**src/rtl/fft8_reorder.sv**
```systemverilog
// fft8_reorder: bit-reversed to natural-order ping-pong buffer, 8-point SDF FFT.
// Optional sticky protocol error flag under FFT8_REORDER_ERR_EN.
module fft8_reorder #(
  parameter int N_LOG2  = 3,
  parameter int DATA_WL = 14
) (
  input  logic               clk,
  input  logic               rst_n,
  input  logic               valid_s,
  output logic               ready_s,
  input  logic [DATA_WL-1:0] data_s_r,
  input  logic [DATA_WL-1:0] data_s_i,
  output logic               valid_m,
  input  logic               ready_m,
  output logic [DATA_WL-1:0] data_m_r,
  output logic [DATA_WL-1:0] data_m_i,
  output logic               last_m
`ifdef FFT8_REORDER_ERR_EN
  ,
  output logic               err
`endif
);

  localparam int DEPTH = 1 << N_LOG2;
  localparam int W     = 2 * DATA_WL;

  logic [W-1:0]      mem [2][DEPTH];
  logic [N_LOG2-1:0] wcnt;
  logic [N_LOG2-1:0] rcnt;
  logic [N_LOG2-1:0] wadr;
  logic              wb;
  logic              rb;
  logic [1:0]        full;
  logic [1:0]        full_nxt;
  logic              wr_acc;
  logic              wr_last;
  logic              advance;
  logic              rd_ld;
  logic              rd_last;
  logic [W-1:0]      rd_word;

  assign ready_s = !full[wb];
  assign wr_acc  = valid_s && ready_s;
  assign wr_last = wr_acc && (&wcnt);
  assign advance = !valid_m || ready_m;
  assign rd_ld   = advance && full[rb];
  assign rd_last = rd_ld && (&rcnt);
  assign rd_word = mem[rb][rcnt];

  always_comb begin
    wadr = '0;
    for (int i = 0; i < N_LOG2; i++) begin
      wadr[i] = wcnt[N_LOG2-1-i];
    end
  end

  // Set and clear always hit different banks, so both apply.
  always_comb begin
    full_nxt = full;
    if (wr_last) full_nxt[wb] = 1'b1;
    if (rd_last) full_nxt[rb] = 1'b0;
  end

  always_ff @(posedge clk) begin
    if (wr_acc) mem[wb][wadr] <= {data_s_r, data_s_i};
  end

  always_ff @(posedge clk or negedge rst_n) begin
    if (!rst_n) begin
      wcnt <= '0;
      wb   <= 1'b0;
      full <= '0;
    end else begin
      full <= full_nxt;
      if (wr_acc) begin
        wcnt <= wcnt + 1'b1;
        if (wr_last) wb <= !wb;
      end
    end
  end

  always_ff @(posedge clk or negedge rst_n) begin
    if (!rst_n) begin
      rcnt     <= '0;
      rb       <= 1'b0;
      valid_m  <= 1'b0;
      last_m   <= 1'b0;
      data_m_r <= '0;
      data_m_i <= '0;
    end else if (advance) begin
      if (rd_ld) begin
        data_m_r <= rd_word[W-1:DATA_WL];
        data_m_i <= rd_word[DATA_WL-1:0];
        valid_m  <= 1'b1;
        last_m   <= &rcnt;
        rcnt     <= rcnt + 1'b1;
        if (rd_last) rb <= !rb;
      end else begin
        valid_m <= 1'b0;
        last_m  <= 1'b0;
      end
    end
  end

`ifdef FFT8_REORDER_ERR_EN
  always_ff @(posedge clk or negedge rst_n) begin
    if (!rst_n) begin
      err <= 1'b0;
    end else if (valid_s && !ready_s) begin
      err <= 1'b1;
    end
  end
`endif

endmodule

```
**config.mk**
```make
export PLATFORM = sky130hd
export DESIGN_NAME = fft8_reorder
export DESIGN_NICKNAME = d
export VERILOG_FILES = /design/src/rtl/fft8_reorder.sv
export SDC_FILE = /design/constraint.sdc
export NUM_CORES = 1
export LEC_CHECK = 0
export BUFFER_PORTS_ARGS = -buffer_cell sky130_fd_sc_hd__clkbuf_2
export CORE_ASPECT_RATIO = 1.75
export CORE_MARGIN = 8
export CORE_UTILIZATION = 58
export CTS_BUF_LIST = sky130_fd_sc_hd__clkbuf_4 sky130_fd_sc_hd__clkbuf_8
export CTS_CLUSTER_SIZE = 25
export DETAILED_ROUTE_END_ITERATION = 8
export GPL_ROUTABILITY_DRIVEN = 0
export PLACE_DENSITY = 0.75
export SYNTH_ARGS = -nofsm -noshare
export SYNTH_HDL_FRONTEND = slang
export SYNTH_SLANG_ARGS = --single-unit
```
**constraint.sdc**
```tcl
create_clock -name clk -period 3 [get_ports clk]
set_input_delay 0.45 -clock clk [delete_from_list [all_inputs] [get_ports clk]]
set_output_delay 0.45 -clock clk [all_outputs]
set_load 0.02 [all_outputs]
```
==> qor.yml, run 1 <==
hold_violations: 0
rr_worst_depth: 4
ir_worst_vdd_v: 0.000783
area_delta_synth_final_pct: 12.7
wl_microns: 39500
io_pins: 63
synth.area.top_cells: "edfxtp_1, mux4_2, dfrtp_1"
avgSynthCellArea_sq_um: 22.7
worst-setup-path-type: "reg -> reg"
drtIter0Drc: 725
final_area_sq_um: 21100
ff_latch_area_sq_um: 14500
nNetsFinal: 982
grt_pass1_wl_microns: 59200
core.rowCount: 87
core_sq_um: 32000
drive_gt1_share_pct: 37.7
slew_headroom_pct: 40.6
r2r_end: "mem[1][69]$_DFFE_PP_"
io_buffers: 62
cts_made_buffers: 66
htreeDepth: 3
cp_data_arrival_time_ns: 2.68
fmax_ghz: 0.420
cp-end-kind: "register"
critPathMaxFanout: 13
grt_max_degree: 43
num_vias: 8938
firstDrtPassIters: 5
cts.clk_slew.worst_paths_ns: 0.07
synth_seq_cells: 488
overflow: 0
startpoint_type: "register"
final_common_cell: "edfxtp_1"
maxCapViolCount: 0
rsz0062_at_grt: "false"
syn_inst: 825
ctsLongestPathBuffers: 3
die_w_microns: 152
synth_cell_types: 30
fin_crit_ns: 2.38
nFillCells: 2097
final_max_slew_viol_count: 0
dieArea_sq_um: 38600
placed_area_sq_um: 19800
synth_top_area_share_pct: 71.8
post_cts_buffers: 0
min_period_over_period_pct: 79.4
worst_pin_slew_ns: 0.891
antenna_found_initial: 1
die_y_microns: 254
antenna_left: 0
clk_latency_ns: 0.61
syn_nets: 865
drc: 0
hp-start: "data_s_i[2]"
min_path_cells: 1
multi_input_area_sq_um: 4050
cts_hold_buffers: 1
setup_viol: 0
min_to: "mem[0][30]$_DFFE_PP_"
r2r-start: "wb$_DFFE_PN0P_"
synthesis.area_sq_um: 18700
status: "finished clean"
seq_area_frac_synth_pct: 77.1
via_per_inst: 6.42
cts_root_buf: "clkbuf_8"
finClkSkew_ns: 0.0247
hpwl_microns: 22300
worstPathRequired_ns: 3.30
power_leakage_nw: 6.95
initial_utilization_pct: 58.6
synth_top_cell_by_area: "edfxtp_1"
wire_per_inst_microns: 28.4
powerDensity_nw_per_um2: 932
r2r_slack_ns: 0.62
grt_pass1_vias: 9729
power.total_mw: 19.7
globalRouteTotalUtil_pct: 20.8
cts_tree: "done"
cts-resized-gates: 0
yosys_warnings: 0
clock_sinks: 488
final_cell_mix: "edfxtp_1, mux4_2, clkbuf_8, clkbuf_2, dfrtp_1"
hp-class: "in -> reg"
cell usage after synthesis:
cell type and n:
buf_6 6, xor2_1 1, mux2i_1 30, clkbuf_1 9, a31oi_1 2, mux2_4 1
buf_2 24, buf_12 3, a221oi_2 28, nor3_1 4, nand2b_1 4, o21ai_0 1
or2_2 2, o22a_1 1, edfxtp_1 448, dfrtp_1 40, o22ai_1 28, buf_4 8
inv_1 4, and3_1 1, nand3_1 2, xnor2_1 3, clkbuf_2 1, and2_1 1
nand2_1 8, mux4_2 112, a21oi_1 28, ha_1 8, mux2_2 3, nor2_1 14
how the worst max path moves through the flow:
stage | from | endpoint | slack (ns)
after floorplan | valid_s | mem[1][196]$_DFFE_PP_ | -0.20
after global placement | wb$_DFFE_PN0P_ | mem[1][60]$_DFFE_PP_ | 0.74
after detailed placement | wb$_DFFE_PN0P_ | mem[1][56]$_DFFE_PP_ | 0.66
after CTS | wb$_DFFE_PN0P_ | mem[1][83]$_DFFE_PP_ | 0.64
after global routing | wb$_DFFE_PN0P_ | mem[1][83]$_DFFE_PP_ | 0.56
final | wb$_DFFE_PN0P_ | mem[1][69]$_DFFE_PP_ | 0.62
layer usage:
metal / global-route usage, % / share of wire, % / wire length, microns / vias to the layer above
li1: - / - / - / 3732
met1: 24.8 / 38 / 14900 / 4729
met2: 36.2 / 53 / 20800 / 378
met3: 3.74 / 5.9 / 2350 / 99
met4: 9.80 / 3.6 / 1440 / 0
met5: 0 / 0 / 0 / -
metrics by stage:
| stage | TNS (ns) | hold WS (ns) | instances | utilization (%) | setup WS, ns |
|---|---|---|---|---|---|
| CTS | 0 | 0.196 | 1392 | 66.0 | 0.640 |
| detailed placement | 0 | 0.563 | 1273 | 61.8 | 0.662 |
| global placement | 0 | 0.513 | 1273 | 61.8 | 0.737 |
| floorplan | -20.55 | 0.154 | 825 | - | -0.197 |
| finish | 0 | 0.253 | 1393 | 66.0 | 0.617 |
| global route | 0 | 0.229 | 1393 | 66.0 | 0.565 |
cells by family after synthesis:
kind of cell | after synthesis | share of synthesized area (%)
compound gates | 88 | 4.06
xor+xnor | 4 | 0.187
fa+ha+maj | 8 | 0.534
buf+inv | 55 | 1.93
flops | 488 | 77.1
mux | 146 | 15.3
simple gates | 36 | 0.868
registers in the layout, summed over array words and instances (netlist names):
register,flops
rb,1
data_m_r,14
wcnt,3
full,2
valid_m,1
data_m_i,14
mem,448
rcnt,3
wb,1
last_m,1
report_power, final:
group          switching, mW  internal (mW)
sequential             0.474           8.13
combinational           3.35           2.67
clock                   2.33           2.75
area by class of cell:
class | instances | area share (%)
multi-input combinational | 282 | 19.1
timing repair buffer | 100 | 3.54
clock inverter | 29 | 1.00
inverter | 4 | 0.0711
clock buffer | 89 | 5.41
sequential | 488 | 68.4
antenna | 1 | 0.0118
tap | 400 | 2.37
worst max-delay path, stage by stage, from the launching register on:
cell and delay, ns:
dfrtp_1 0.55, nand2b_1 0.31, or2_2 0.45, nor2_4 0.46, buf_4 0.30
No activity file was read; power rests on OpenSTA's default activity.
==> run 2: changes to the inputs <==
Settings changed: CORE_UTILIZATION 58 to 60, PLACE_DENSITY 0.75 to 0.74.
Clock period 3 ns to 2.4 ns, I/O delays scaled along.
==> run 2 against run 1 <==
Effect of this change: sequential cell count unchanged; via count rose by 2.5%; highest routed layer unchanged; global-route usage is 2.4 points higher; worst setup slack worse by 0.36 ns; sequential power grew 27%; sequential share of layout area shrank 0.51 points; register-to-register slack lost 0.33 ns; power increased by 26%; non-clock buffer count rose by 13; combinational power increased by 27%; wire length increased by 6.1%; cell area increased by 0.75%.
==> qor.yml, run 2 (synthesis gave the netlist of run 1 again) <==
p_int_mw: 17.0
r2r-start: "rcnt[1]$_DFFE_PN0P_"
finClkSkew_ns: 0.0270
cts.clk_slew.worst_paths_ns: 0.07
antenna_found_initial: 1
place_ws_ns: 0.237
die_w_microns: 150
cts_tree: "done"
top_regs: "mem: 448 flops, data_m_i: 14 flops, data_m_r: 14 flops"
worst-setup-path-type: "reg -> out"
switchingPower_mw: 7.85
dieArea_sq_um: 37400
hp-class: "in -> reg"
slowest_delay_ns: 0.56
final_common_cell: "edfxtp_1"
num_vias: 9164
largest_reg_flops: 448
area_delta_synth_final_pct: 13.6
ir_worst_vdd_v: 0.00130
min_path_cells: 1
hp-start: "data_s_r[0]"
regMostFlops: "mem"
startpoint_type: "register"
maxCapViolCount: 0
io_buffers: 62
post_cts_buffers: 0
powerDensity_nw_per_um2: 1170
cp_num_buf_inv: 1
path_depth: 2
ctsLongestPathBuffers: 3
grt_pass1_vias: 9940
setup_viol: 0
drc: 0
die_y_microns: 250
globalRouteTotalUtil_pct: 23.2
status: "finished clean"
cp-end-kind: "output port"
power.share.clock_pct: 25.4
critPathMaxFanout: 8
cts-resized-gates: 0
min_to: "mem[0][126]$_DFFE_PP_"
combPwrFrac_pct: 30.8
cts_root_buf: "clkbuf_8"
hpwl_microns: 23800
grtUsageMet2_pct: 37.9
cts_made_buffers: 66
core.rowCount: 85
clk_latency_ns: 0.60
min_period_over_period_pct: 89.2
rr_worst_depth: 4
clock_sinks: 488
use_met1_pct: 28.9
grt_pass1_wl_microns: 62000
initial_utilization_pct: 61.0
cp_top_family: "flip-flops"
seq_power_share_pct: 43.8
firstDrtPassIters: 5
crit_chain: "mux2i_1, clkbuf_2"
met3_usage_pct: 4.60
final_max_slew_viol_count: 0
worst_pin_slew_ns: 0.979
htreeDepth: 3
wire_per_inst_microns: 30.0
cp_slowest_cell: "dfrtp_1"
worstPathRequired_ns: 2.04
core_sq_um: 30700
fin_crit_ns: 2.14
io_pins: 63
grt_busiest_layer: "met2"
via_per_inst: 6.56
final_cell_mix: "edfxtp_1, mux4_2, clkbuf_8, clkbuf_2, dfrtp_1"
wl_microns: 41900
power_leakage_nw: 7.01
cp_data_arrival_time_ns: 1.78
overflow: 0
nNetsFinal: 995
grt_max_degree: 42
hold_violations: 0
r2r_slack_ns: 0.29
drtIter0Drc: 852
swShare_pct: 31.6
r2r_end: "data_m_i[2]$_DFFE_PN0P_"
fmax_ghz: 0.467
slew_headroom_pct: 34.7
antenna_left: 0
drive_gt1_share_pct: 38.3
rsz0062_at_grt: "false"
power.total_mw: 24.8
worst_slack_ns: 0.258
## run 2: power by group through the flow
stage / combinational (mW) / clock, mW / sequential, mW
floorplan: 5.45 / 0 / 10.9
global placement: 7.48 / 0 / 11.0
detailed placement: 7.71 / 0 / 11.1
CTS: 7.72 / 6.38 / 10.9
global route: 8.10 / 6.69 / 10.9
finish: 7.64 / 6.30 / 10.9
## run 2: per-stage QoR
step	hold WS (ns)	instances	area [sq um]	setup TNS (ns)	utilization, %
after floorplan	0.0644	825	18800	-102.69	-
after global placement	0.515	1277	19900	0	64.9
after detailed placement	0.534	1277	19900	0	64.9
after CTS	0.0961	1396	21300	0	69.3
after global routing	0.134	1397	21300	0	69.3
final	0.147	1397	21300	0	69.3
## run 2: how the worst max path moves through the flow
stage / from / to / slack (ns)
4_1_cts: wb$_DFFE_PN0P_ / ready_s / 0.23
5_1_grt: rcnt[1]$_DFFE_PN0P_ / data_m_i[2]$_DFFE_PN0P_ / 0.12
3_3_place_gp: rcnt[1]$_DFFE_PN0P_ / data_m_i[0]$_DFFE_PN0P_ / 0.28
3_5_place_dp: rcnt[1]$_DFFE_PN0P_ / data_m_i[0]$_DFFE_PN0P_ / 0.24
6_report: wb$_DFFE_PN0P_ / ready_s / 0.26
2_1_floorplan: wb$_DFFE_PN0P_ / mem[1][140]$_DFFE_PP_ / -0.79
## run 2: cell type report
cell class	count	area, sq um
Clock buffer	85	1090
Fill cell	1874	9450
Multi-Input combinational cell	282	4040
Tap cell	391	489
Clock inverter	33	235
Inverter	4	15.0
Timing Repair Buffer	113	946
Antenna cell	1	2.50
Sequential cell	488	14500
## run 2: layer usage
| metal | routed length [microns] | share of wire, % | vias to the layer above |
|---|---|---|---|
| met1 | 15400 | 37 | 4857 |
| met2 | 21700 | 52 | 445 |
| met5 | 0 | 0 | - |
| li1 | - | - | 3762 |
| met3 | 3180 | 7.6 | 100 |
| met4 | 1640 | 3.9 | 0 |
## run 2: timing repair
action / 4_1_cts / 5_1_grt
hold buffers: 1 / 0
endpoints found under the hold margin: 25 / 0
endpoints found under the setup margin: 0 / 0
==> run 3: changes to the inputs <==
==> constraint.sdc (replaced) <==
create_clock -name clk -period 2.4 [get_ports clk]
set_input_delay 0.48 -clock clk [delete_from_list [all_inputs] [get_ports clk]]
set_output_delay 0.48 -clock clk [all_outputs]
set_load 0.02 [all_outputs]
==> run 3 against run 2 <==
Effect of this change: sequential cell count unchanged; power down 0.17%; first-iteration DRC count down 4.6%; sequential power about the same; wire length down 2.7%; critical path type unchanged; largest cell class unchanged.
==> qor.yml, run 3 (synthesis gave the netlist of run 1 again) <==
status: "finished clean"
io_pins: 63
grt_pass1_vias: 9853
top_regs: "mem: 448 flops, data_m_i: 14 flops, data_m_r: 14 flops"
seq_power_share_pct: 44.2
r2r_slack_ns: 0.23
grtUsageMet2_pct: 40.7
grt_busiest_layer: "met2"
regMostFlops: "mem"
core.rowCount: 85
ctsLongestPathBuffers: 3
drive_gt1_share_pct: 38.7
grt_max_degree: 43
die_y_microns: 250
powerDensity_nw_per_um2: 1170
worstPathRequired_ns: 1.92
critPathMaxFanout: 8
post_cts_buffers: 0
p_int_mw: 17.0
via_per_inst: 6.44
hpwl_microns: 24300
initial_utilization_pct: 61.0
place_ws_ns: 0.248
min_to: "mem[0][62]$_DFFE_PP_"
cp_slowest_cell: "dfrtp_2"
slowest_delay_ns: 0.51
firstDrtPassIters: 5
startpoint_type: "register"
slew_headroom_pct: 30.3
fmax_ghz: 0.453
min_period_over_period_pct: 91.9
drc: 0
cts_made_buffers: 66
final_area_sq_um: 21200
area_delta_synth_final_pct: 13.3
cp_data_arrival_time_ns: 1.73
core_sq_um: 30700
setup_viol: 0
hold_violations: 0
use_met1_pct: 26.5
worst_slack_ns: 0.194
ir_worst_vdd_v: 0.000782
final_cell_mix: "edfxtp_1, mux4_2, clkbuf_8, clkbuf_2, dfrtp_1"
finClkSkew_ns: 0.0272
antenna_left: 0
met3_usage_pct: 3.81
rr_worst_depth: 4
cp-end-kind: "output port"
cts.clk_slew.worst_paths_ns: 0.07
drtIter0Drc: 813
nNetsFinal: 993
r2r_end: "data_m_i[4]$_DFFE_PN0P_"
cts_root_buf: "clkbuf_8"
hp-class: "in -> reg"
num_vias: 8963
clock_sinks: 488
r2r-start: "rcnt[2]$_DFFE_PN0P_"
grt_pass1_wl_microns: 61700
final_max_slew_viol_count: 0
htreeDepth: 3
crit_chain: "mux2i_2, clkbuf_2"
power.share.clock_pct: 25.3
maxCapViolCount: 0
switchingPower_mw: 7.73
dieArea_sq_um: 37400
power.total_mw: 24.8
worst-setup-path-type: "reg -> out"
placed_area_sq_um: 19900
rsz0062_at_grt: "false"
wire_per_inst_microns: 29.3
fin_crit_ns: 2.21
overflow: 0
combPwrFrac_pct: 30.5
clk_latency_ns: 0.61
worst_pin_slew_ns: 1.04
hp-start: "data_s_i[6]"
wl_microns: 40800
io_buffers: 62
die_w_microns: 150
largest_reg_flops: 448
cts_tree: "done"
antenna_found_initial: 0
globalRouteTotalUtil_pct: 22.9
final_common_cell: "edfxtp_1"
min_path_cells: 1
power_leakage_nw: 7.02
swShare_pct: 31.2
## run 3: cell type report
cell class                 count  area [sq um]
clock inverter                16           124
antenna                        1          2.50
inverter                       4          15.0
clock buffer                  99          1200
sequential                   488         14500
timing repair buffer         111           868
fill                        1857          9500
tap                          391           489
multi-input combinational    282          4070
## run 3: worst max path at each step
stage	startpoint	end	slack, ns	depth (start not counted)
3_3_place_gp	rcnt[2]$_DFFE_PN0P_	data_m_i[3]$_DFFE_PN0P_	0.33	4
5_1_grt	wb$_DFFE_PN0P_	ready_s	0.13	2
3_5_place_dp	rcnt[2]$_DFFE_PN0P_	data_m_i[4]$_DFFE_PN0P_	0.25	4
4_1_cts	wb$_DFFE_PN0P_	ready_s	0.06	2
2_1_floorplan	wb$_DFFE_PN0P_	mem[1][112]$_DFFE_PP_	-0.35	4
6_report	wb$_DFFE_PN0P_	ready_s	0.19	2
## run 3: layer usage
layer | vias up | share of wire, %
met3 | 105 | 5.7
met5 | - | 0
met1 | 4734 | 35
li1 | 3750 | -
met4 | 0 | 3.6
met2 | 374 | 56
## run 3: power groups by stage
stage	combinational, mW	clock (mW)	sequential [mW]
after global routing	8.05	6.73	11.0
after global placement	7.40	0	11.0
final	7.56	6.27	10.9
after CTS	7.67	6.39	10.9
after detailed placement	7.64	0	11.1
after floorplan	5.47	0	10.9
## run 3: stage by stage
stage          setup TNS, ns  hold WS, ns  std cells  util (%)
6_report                   0        0.268       1392      69.1
5_1_grt                    0        0.278       1391      69.1
4_1_cts                    0        0.233       1391      69.1
3_5_place_dp               0        0.530       1275      64.7
3_3_place_gp               0        0.516       1275      64.7
2_1_floorplan         -35.65        0.184        825         -
## run 3: what timing repair did
item / CTS / global route
cloned: 0 / 0
gates resized for setup: 1 / 1
hold endpoints to repair: 26 / 0
hold buffers: 1 / 0
endpoints found under the setup margin: 1 / 1
## run 3: worst max-delay path, delay by kind of cell (launching register included)
family,cells,cell delay (ns)
buf+inv,1,0.24
flops,1,0.51
mux,1,0.37
